$ cat config.mk
export PLATFORM = sky130hd
export DESIGN_NAME = bm_dag1_log_drv
export DESIGN_NICKNAME = d
export VERILOG_FILES = /design/src/rtl/bm_dag1_log_drv_pkg.sv /design/src/rtl/bm_misr8.sv /design/src/rtl/bm_dag1_log_drv.sv
export SDC_FILE = /design/constraint.sdc
export NUM_CORES = 1
export LEC_CHECK = 0
export ABC_AREA = 0
export BUFFER_PORTS_ARGS = -buffer_cell sky130_fd_sc_hd__buf_2
export CORE_ASPECT_RATIO = 2
export CORE_UTILIZATION = 55
export CTS_CLUSTER_DIAMETER = 60
export CTS_CLUSTER_SIZE = 20
export DETAILED_ROUTE_END_ITERATION = 6
export MAX_ROUTING_LAYER = met4
export PLACE_DENSITY = 0.87
export SETUP_SLACK_MARGIN = 0.15
export SYNTH_ARGS = -nofsm -noshare
export SYNTH_HDL_FRONTEND = slang
export SYNTH_SLANG_ARGS = --single-unit
$ cat constraint.sdc
create_clock -name clock -period 2.1 [get_ports clock]
set_input_delay 0.42 -clock clock [delete_from_list [all_inputs] [get_ports clock]]
set_output_delay 0.42 -clock clock [all_outputs]
set_load 0.005 [all_outputs]
$ cat src/rtl/bm_dag1_log_drv_pkg.sv
`default_nettype none
// +--------------------------------------------------------------------------+
// | Module  : bm_dag1_log_drv_pkg                                            |
// | Purpose : Shared definitions for the dag1 logic benchmark driver:        |
// |           FSM state encoding, LFSR/MISR tap masks, default seed and the  |
// |           tap-parity helper used by both shift registers.                |
// | Ports   : none (package)                                                 |
// | Rev     : 1.0  initial release                                           |
// +--------------------------------------------------------------------------+
package bm_dag1_log_drv_pkg;

   typedef enum logic [1:0] {
      ST_IDLE  = 2'd0,
      ST_RUN   = 2'd1,
      ST_DRAIN = 2'd2,
      ST_DONE  = 2'd3
   } state_e;

   // Taps at bits 7,5,4,3 (x^8 + x^6 + x^5 + x^4 + 1).
   localparam logic [7:0] c_lfsr_taps  = 8'hB8;
   localparam logic [7:0] c_misr_taps  = 8'hB8;
   localparam logic [7:0] c_default_seed = 8'hA5;

   // Feedback bit: XOR of the tapped positions.
   function automatic logic tap_parity(input logic [7:0] val, input logic [7:0] taps);
      return ^(val & taps);
   endfunction

endpackage
`default_nettype wire

$ cat src/rtl/bm_misr8.sv
`default_nettype none
// +--------------------------------------------------------------------------+
// | Module  : bm_misr8                                                       |
// | Purpose : 8-bit multiple-input signature register. Shifts left with     |
// |           tap feedback into bit 0 and XORs in the data word each enabled |
// |           cycle. Clear has priority over enable.                         |
// | Ports   : clock   in  1  rising-edge clock                               |
// |           resetn  in  1  synchronous active-low reset                    |
// |           clear   in  1  zero the signature                              |
// |           enable  in  1  compact data this cycle                         |
// |           data    in  8  response word                                   |
// |           sig     out 8  current signature                               |
// | Rev     : 1.0  initial release                                           |
// +--------------------------------------------------------------------------+
module bm_misr8
   import bm_dag1_log_drv_pkg::*;
(
   input  logic       clock,
   input  logic       resetn,
   input  logic       clear,
   input  logic       enable,
   input  logic [7:0] data,
   output logic [7:0] sig
);

   logic [7:0] sig_q;
   logic [7:0] sig_d;

   always_comb begin
      sig_d = sig_q;
      if (clear) begin
         sig_d = 8'h00;
      end else if (enable) begin
         sig_d = {sig_q[6:0], tap_parity(sig_q, c_misr_taps)} ^ data;
      end
   end

   always_ff @(posedge clock) begin
      if (!resetn) begin
         sig_q <= 8'h00;
      end else begin
         sig_q <= sig_d;
      end
   end

   assign sig = sig_q;

endmodule
`default_nettype wire

$ cat src/rtl/bm_dag1_log_drv.sv
`default_nettype none
// +--------------------------------------------------------------------------+
// | Module  : bm_dag1_log_drv                                                |
// | Purpose : Standalone stimulus driver / response compactor for the dag1   |
// |           logic benchmark. An 8-bit LFSR supplies one vector per cycle   |
// |           for LEN cycles, LAT drain cycles follow, and out0/out1 are     |
// |           folded into an 8-bit MISR signature.                           |
// | Config  : `define BM_DRV_GOLDEN_CHECK_EN builds the golden comparator    |
// |           driving pass; otherwise pass is tied 0.                        |
// | Ports   : clock      in  1     rising-edge clock                         |
// |           resetn     in  1     synchronous active-low reset              |
// |           start      in  1     begin a run (sampled only in IDLE)        |
// |           a_in/b_in  out BITS  vector fields a/b                         |
// |           c_in/d_in  out 1     vector fields c/d                         |
// |           out0       in  BITS  benchmark response                        |
// |           out1       in  1     benchmark response                        |
// |           busy       out 1     high in RUN and DRAIN                     |
// |           done       out 1     one-cycle end-of-run pulse                |
// |           signature  out 8     MISR value, held after done               |
// |           pass       out 1     golden-compare result                     |
// | Rev     : 1.0  initial release                                           |
// +--------------------------------------------------------------------------+
module bm_dag1_log_drv
   import bm_dag1_log_drv_pkg::*;
#(
   parameter int         BITS   = 2,
   parameter int         LEN    = 16,
   parameter int         LAT    = 2,
   parameter logic [7:0] SEED   = c_default_seed,
   parameter logic [7:0] GOLDEN = 8'h00
) (
   input  logic            clock,
   input  logic            resetn,
   input  logic            start,
   output logic [BITS-1:0] a_in,
   output logic [BITS-1:0] b_in,
   output logic            c_in,
   output logic            d_in,
   input  logic [BITS-1:0] out0,
   input  logic            out1,
   output logic            busy,
   output logic            done,
   output logic [7:0]      signature,
   output logic            pass
);

   generate
      if ((BITS < 1) || (BITS > 3) || (LEN < 1) || (LEN > 255) ||
          (LAT < 0) || (LAT > 15) || (SEED == 8'h00)) begin : g_param_check
         $error("bm_dag1_log_drv: parameter out of legal range");
      end
   endgenerate

   localparam logic [7:0] c_len_last = 8'(LEN - 1);
   localparam logic [3:0] c_lat_last = 4'(LAT - 1);

   state_e     state_q, state_d;
   logic [7:0] lfsr_q, lfsr_d;
   logic [7:0] vcnt_q, vcnt_d;
   logic [3:0] dcnt_q, dcnt_d;

   logic       w_start_run;
   logic       w_in_run;
   logic       w_compact;
   logic [7:0] w_misr_data;

   assign w_start_run = (state_q == ST_IDLE) && start;
   assign w_in_run    = (state_q == ST_RUN);
   assign w_compact   = (state_q == ST_RUN) || (state_q == ST_DRAIN);

   always_comb begin
      state_d = state_q;
      lfsr_d  = lfsr_q;
      vcnt_d  = vcnt_q;
      dcnt_d  = dcnt_q;
      case (state_q)
         ST_IDLE: begin
            if (start) begin
               state_d = ST_RUN;
               lfsr_d  = SEED;
               vcnt_d  = 8'h00;
            end
         end
         ST_RUN: begin
            lfsr_d = {lfsr_q[6:0], tap_parity(lfsr_q, c_lfsr_taps)};
            vcnt_d = vcnt_q + 8'h01;
            if (vcnt_q == c_len_last) begin
               dcnt_d  = 4'h0;
               state_d = (LAT == 0) ? ST_DONE : ST_DRAIN;
            end
         end
         ST_DRAIN: begin
            dcnt_d = dcnt_q + 4'h1;
            if (dcnt_q == c_lat_last) begin
               state_d = ST_DONE;
            end
         end
         ST_DONE: begin
            state_d = ST_IDLE;
         end
         default: begin
            state_d = ST_IDLE;
         end
      endcase
   end

   always_ff @(posedge clock) begin
      if (!resetn) begin
         state_q <= ST_IDLE;
         lfsr_q  <= 8'h00;
         vcnt_q  <= 8'h00;
         dcnt_q  <= 4'h0;
      end else begin
         state_q <= state_d;
         lfsr_q  <= lfsr_d;
         vcnt_q  <= vcnt_d;
         dcnt_q  <= dcnt_d;
      end
   end

   // Vectors come straight off the LFSR so the first one appears the cycle
   // after start; outside RUN the benchmark sees all-zero inputs.
   assign a_in = w_in_run ? lfsr_q[BITS-1:0]      : '0;
   assign b_in = w_in_run ? lfsr_q[2*BITS-1:BITS] : '0;
   assign c_in = w_in_run ? lfsr_q[6]             : 1'b0;
   assign d_in = w_in_run ? lfsr_q[7]             : 1'b0;

   assign busy = w_compact;
   assign done = (state_q == ST_DONE);

   assign w_misr_data = {{(7 - BITS){1'b0}}, out0, out1};

   bm_misr8 u_misr (
      .clock  (clock),
      .resetn (resetn),
      .clear  (w_start_run),
      .enable (w_compact),
      .data   (w_misr_data),
      .sig    (signature)
   );

`ifdef BM_DRV_GOLDEN_CHECK_EN
   logic pass_q;

   // The signature is final during DONE; latch the compare there and hold
   // it until the next run begins.
   always_ff @(posedge clock) begin
      if (!resetn) begin
         pass_q <= 1'b0;
      end else if (w_start_run) begin
         pass_q <= 1'b0;
      end else if (state_q == ST_DONE) begin
         pass_q <= (signature == GOLDEN);
      end
   end

   assign pass = pass_q;
`else
   logic w_golden_unused;
   assign w_golden_unused = ^GOLDEN;
   assign pass = 1'b0;
`endif

endmodule
`default_nettype wire
==> qor.csv <==
stage;metric;value;unit
setup_path;worst path arrival time;1440;ps
timing;Final Hold Fails;0;
routing;Post-DRT Antenna Nets;0;
global_routing;pin count of the biggest net entering global routing;23;
global_routing;gr usage total;0.2491;
floorplanning;die height;74.99;um
logic_synthesis;number of synthesized flops with an enable pin;0;
floorplanning;FP Rows;26;
power;Leak Pwr;0.6973;nW
global_routing;grt total ovfl;0;
layout;ratio of cells with drive above 1 in the final layout;0.1934;
layout;antenna cell count;0;
logic_synthesis;ys async rst share;0;
routing;drt pass-1 iters;4;
logic_synthesis;Post-Synthesis Cells;160;
routing;vias per cell;5.722;
global_routing;vias in the first global route;1100;
timing;Worst Skew;8.203;ps
clock_network;clk slew on worst S/H paths;60;ps
timing;Setup-failing EPs final;0;
placed_design;DP HPWL;2240;um
setup_path;slowest CP cell;dfxtp_1;
hold_path;Hold/Removal Path Class;input pin to register;
timing;Hold Slack;436.6;ps
setup_path;crit-path cells;inv_1 -> ha_1 -> buf_4 -> buf_2;
logic_synthesis;net count after synthesis;173;
clock_network;number of clock sinks;30;
power;VDD IR max;0.6884;mV
clock_network;worst-case clock buffer depth;2;
logic_synthesis;Synth area leader;dfxtp_1;
logic_synthesis;Synth Area in Simple Gates;0.2109;
routing;DR iter-0 viols;37;
logic_synthesis;area share of the largest cell type after synthesis;0.4099;
clock_network;CTS Hold Bufs;0;
placed_design;dpl ws;263.4;ps
clock_network;Clock Root Buffer;clkbuf_8;
clock_network;CTS tree;built;
timing;Fmax;537.2;MHz
timing;Final Max Slew Viols;0;
floorplanning;Initial Utilization;0.5774;
routing;total wire length;3016;um
logic_synthesis;Synth Warn #;0;
run;Max-Cap Viols;0;
routing;DRC Markers;0;
setup_path;crit end category;output pin;
setup_path;crit-path max cell delay;400;ps
logic_synthesis;largest family of logic cells by synthesized area;simple AND/OR/NAND/NOR gates;
layout;post-layout util;0.6548;
clock_network;TritonCTS buffer count;5;
logic_synthesis;Mapped Avg Cell Area;9.157;sq um
clock_network;worst skew pair latency;290;ps
logic_synthesis;multiplexer share of the synthesized area;0.06234;
logic_synthesis;compound-cell area share of the yosys netlist;0.1187;
logic_synthesis;sequential fraction of the synthesis area;0.4099;
timing;Setup TNS Final;0;ps
global_routing;global-route wire length before repair;4864;um
timing;RSZ-0062 raised after global routing;false;
logic_synthesis;Synth Register Bits;30;
logic_synthesis;xor/xnor share of the synthesized area;0.08711;
logic_synthesis;Post-Synth Adder-Cell Area;0.05978;
layout;fin nets;193;
setup_path;CP startpoint kind;register;
setup_path;CP Max Fanout;10;
routing;routed length per instance;14.43;um
floorplanning;Die ar.;2887;sq um
logic_synthesis;top post-synthesis cells by area;dfxtp_1 (41%), ha_1 (6.0%), mux2i_1 (5.5%);
floorplanning;core area;2537;sq um
global_routing;initial antenna violation count;0;
placed_design;number of port buffers;21;
timing;Tcrit/Tclk final;0.8864;
clock_network;H-tree depth reported by CTS;2;
placed_design;Placed Cells;201;
timing;minimum clock period;1862;ps
setup_path;Req. time, crit path;1680;ps
floorplanning;Die W;38.50;um
logic_synthesis;most instantiated cells after synthesis;dfxtp_1 (30), nor2_1 (17), nand2_1 (11);
logic_synthesis;count leader, synth;dfxtp_1;
placed_design;gp weighted congestion;0.7998;
layout;Syn-to-layout area delta;13.41;%
floorplanning;# IOs;23;
run_status;status;complete, no violations;
logic_synthesis;synth unique cells;38;
logic_synthesis;Post-Synthesis Cell Area;1465;sq um
logic_synthesis;Main synth FF type;dfxtp_1;
routing;Vias;1196;
timing;fin worst setup slack;238.5;ps
setup_path;critical path class;register to output pin;
layout;Non-Filler Instances;209;
power;power per cell area;1211;nW/um^2
[critical path, delay by kind of cell, from the launching register on]
kind       cells  cell delay, ps
buf+inv        3             420
flops          1             400
fa+ha+maj      1             340
[kinds of logic after synthesis]
kind of cell    Yosys count
xor+xnor                 13
mux                       9
fa+ha+maj                 7
flops                    30
buf+inv                  15
compound gates           25
other cells               1
simple gates             60
[worst paths after layout]
path         cells past startpoint       endpoint  slack, ps     startpoint
max                              4           busy        240     state_q[0]
min reg2reg                      2  u_misr.sig[2]        500  u_misr.sig[2]
min                              3  u_misr.sig[2]        440        out0[1]
max reg2reg                      4      dcnt_q[3]        260      vcnt_q[4]
[what timing repair did]
item                                    in CTS  in global routing
setup buffers                                0                  0
hold endpoints to repair                     0                  0
resized for setup                            0                  1
endpoints found under the setup margin       0                  4
[final cells by class]
type	count	area, sq um
inverters	5	18.77
clock inverters	1	5.005
flip-flops and latches	30	600.6
repair buffers	23	120.1
multi-input cells	115	795.8
fillers	218	875.8
clock buffers	7	86.33
well taps	28	35.03
[power breakdown]
| group | total (W) | switching (W) | leakage [nW] | internal [W] |
|---|---|---|---|---|
| combinational | 0.000773 | 0.000433 | 0.405 | 0.000341 |
| clock | 0.000476 | 0.000212 | 0.0482 | 0.000264 |
| sequential | 0.000763 | 0.0000952 | 0.244 | 0.000668 |
[layout by cell type (no fill, tap or decap), drive strengths merged, types with 2 or more instances in the layout]
cell	Yosys	layout
xnor2	6	6
nand3b	2	2
a21oi	2	2
or4	2	2
clkbuf	6	7
nor2b	5	5
nor2	17	17
ha	7	7
a211oi	2	2
inv	5	5
o22ai	3	3
o21ai	6	6
mux2i	8	8
nor3	2	2
xor2	6	6
nand3	4	4
a22oi	5	5
o21a	2	2
o221a	2	2
and2	8	8
nand4	3	3
nand2	11	11
dfxtp	30	30
nand4b	2	2
buf	4	23
[stage by stage]
| step | area [sq um] | power [W] |
|---|---|---|
| global route | 1662 | 0.002137 |
| global placement | 1568 | 0.001487 |
| detailed placement | 1568 | 0.001539 |
| floorplan | 1465 | 0.001321 |
| CTS | 1659 | 0.002018 |
| finish | 1662 | 0.002012 |
[sequential cells by signal (all words and copies together) (netlist names)]
register,flops
lfsr_q,8
u_misr.sig,8
vcnt_q,8
dcnt_q,4
state_q,2
[layer usage]
| metal | vias to the layer above | GRT usage | share of wire |
|---|---|---|---|
| met5 | - | - | 0 |
| met4 | 0 | 0.1264 | 0.027 |
| met3 | 9 | 0.05310 | 0.038 |
| met2 | 39 | 0.4500 | 0.58 |
| met1 | 564 | 0.2302 | 0.36 |
| li1 | 584 | - | - |
Note: power is estimated with default switching activity, not from simulation.
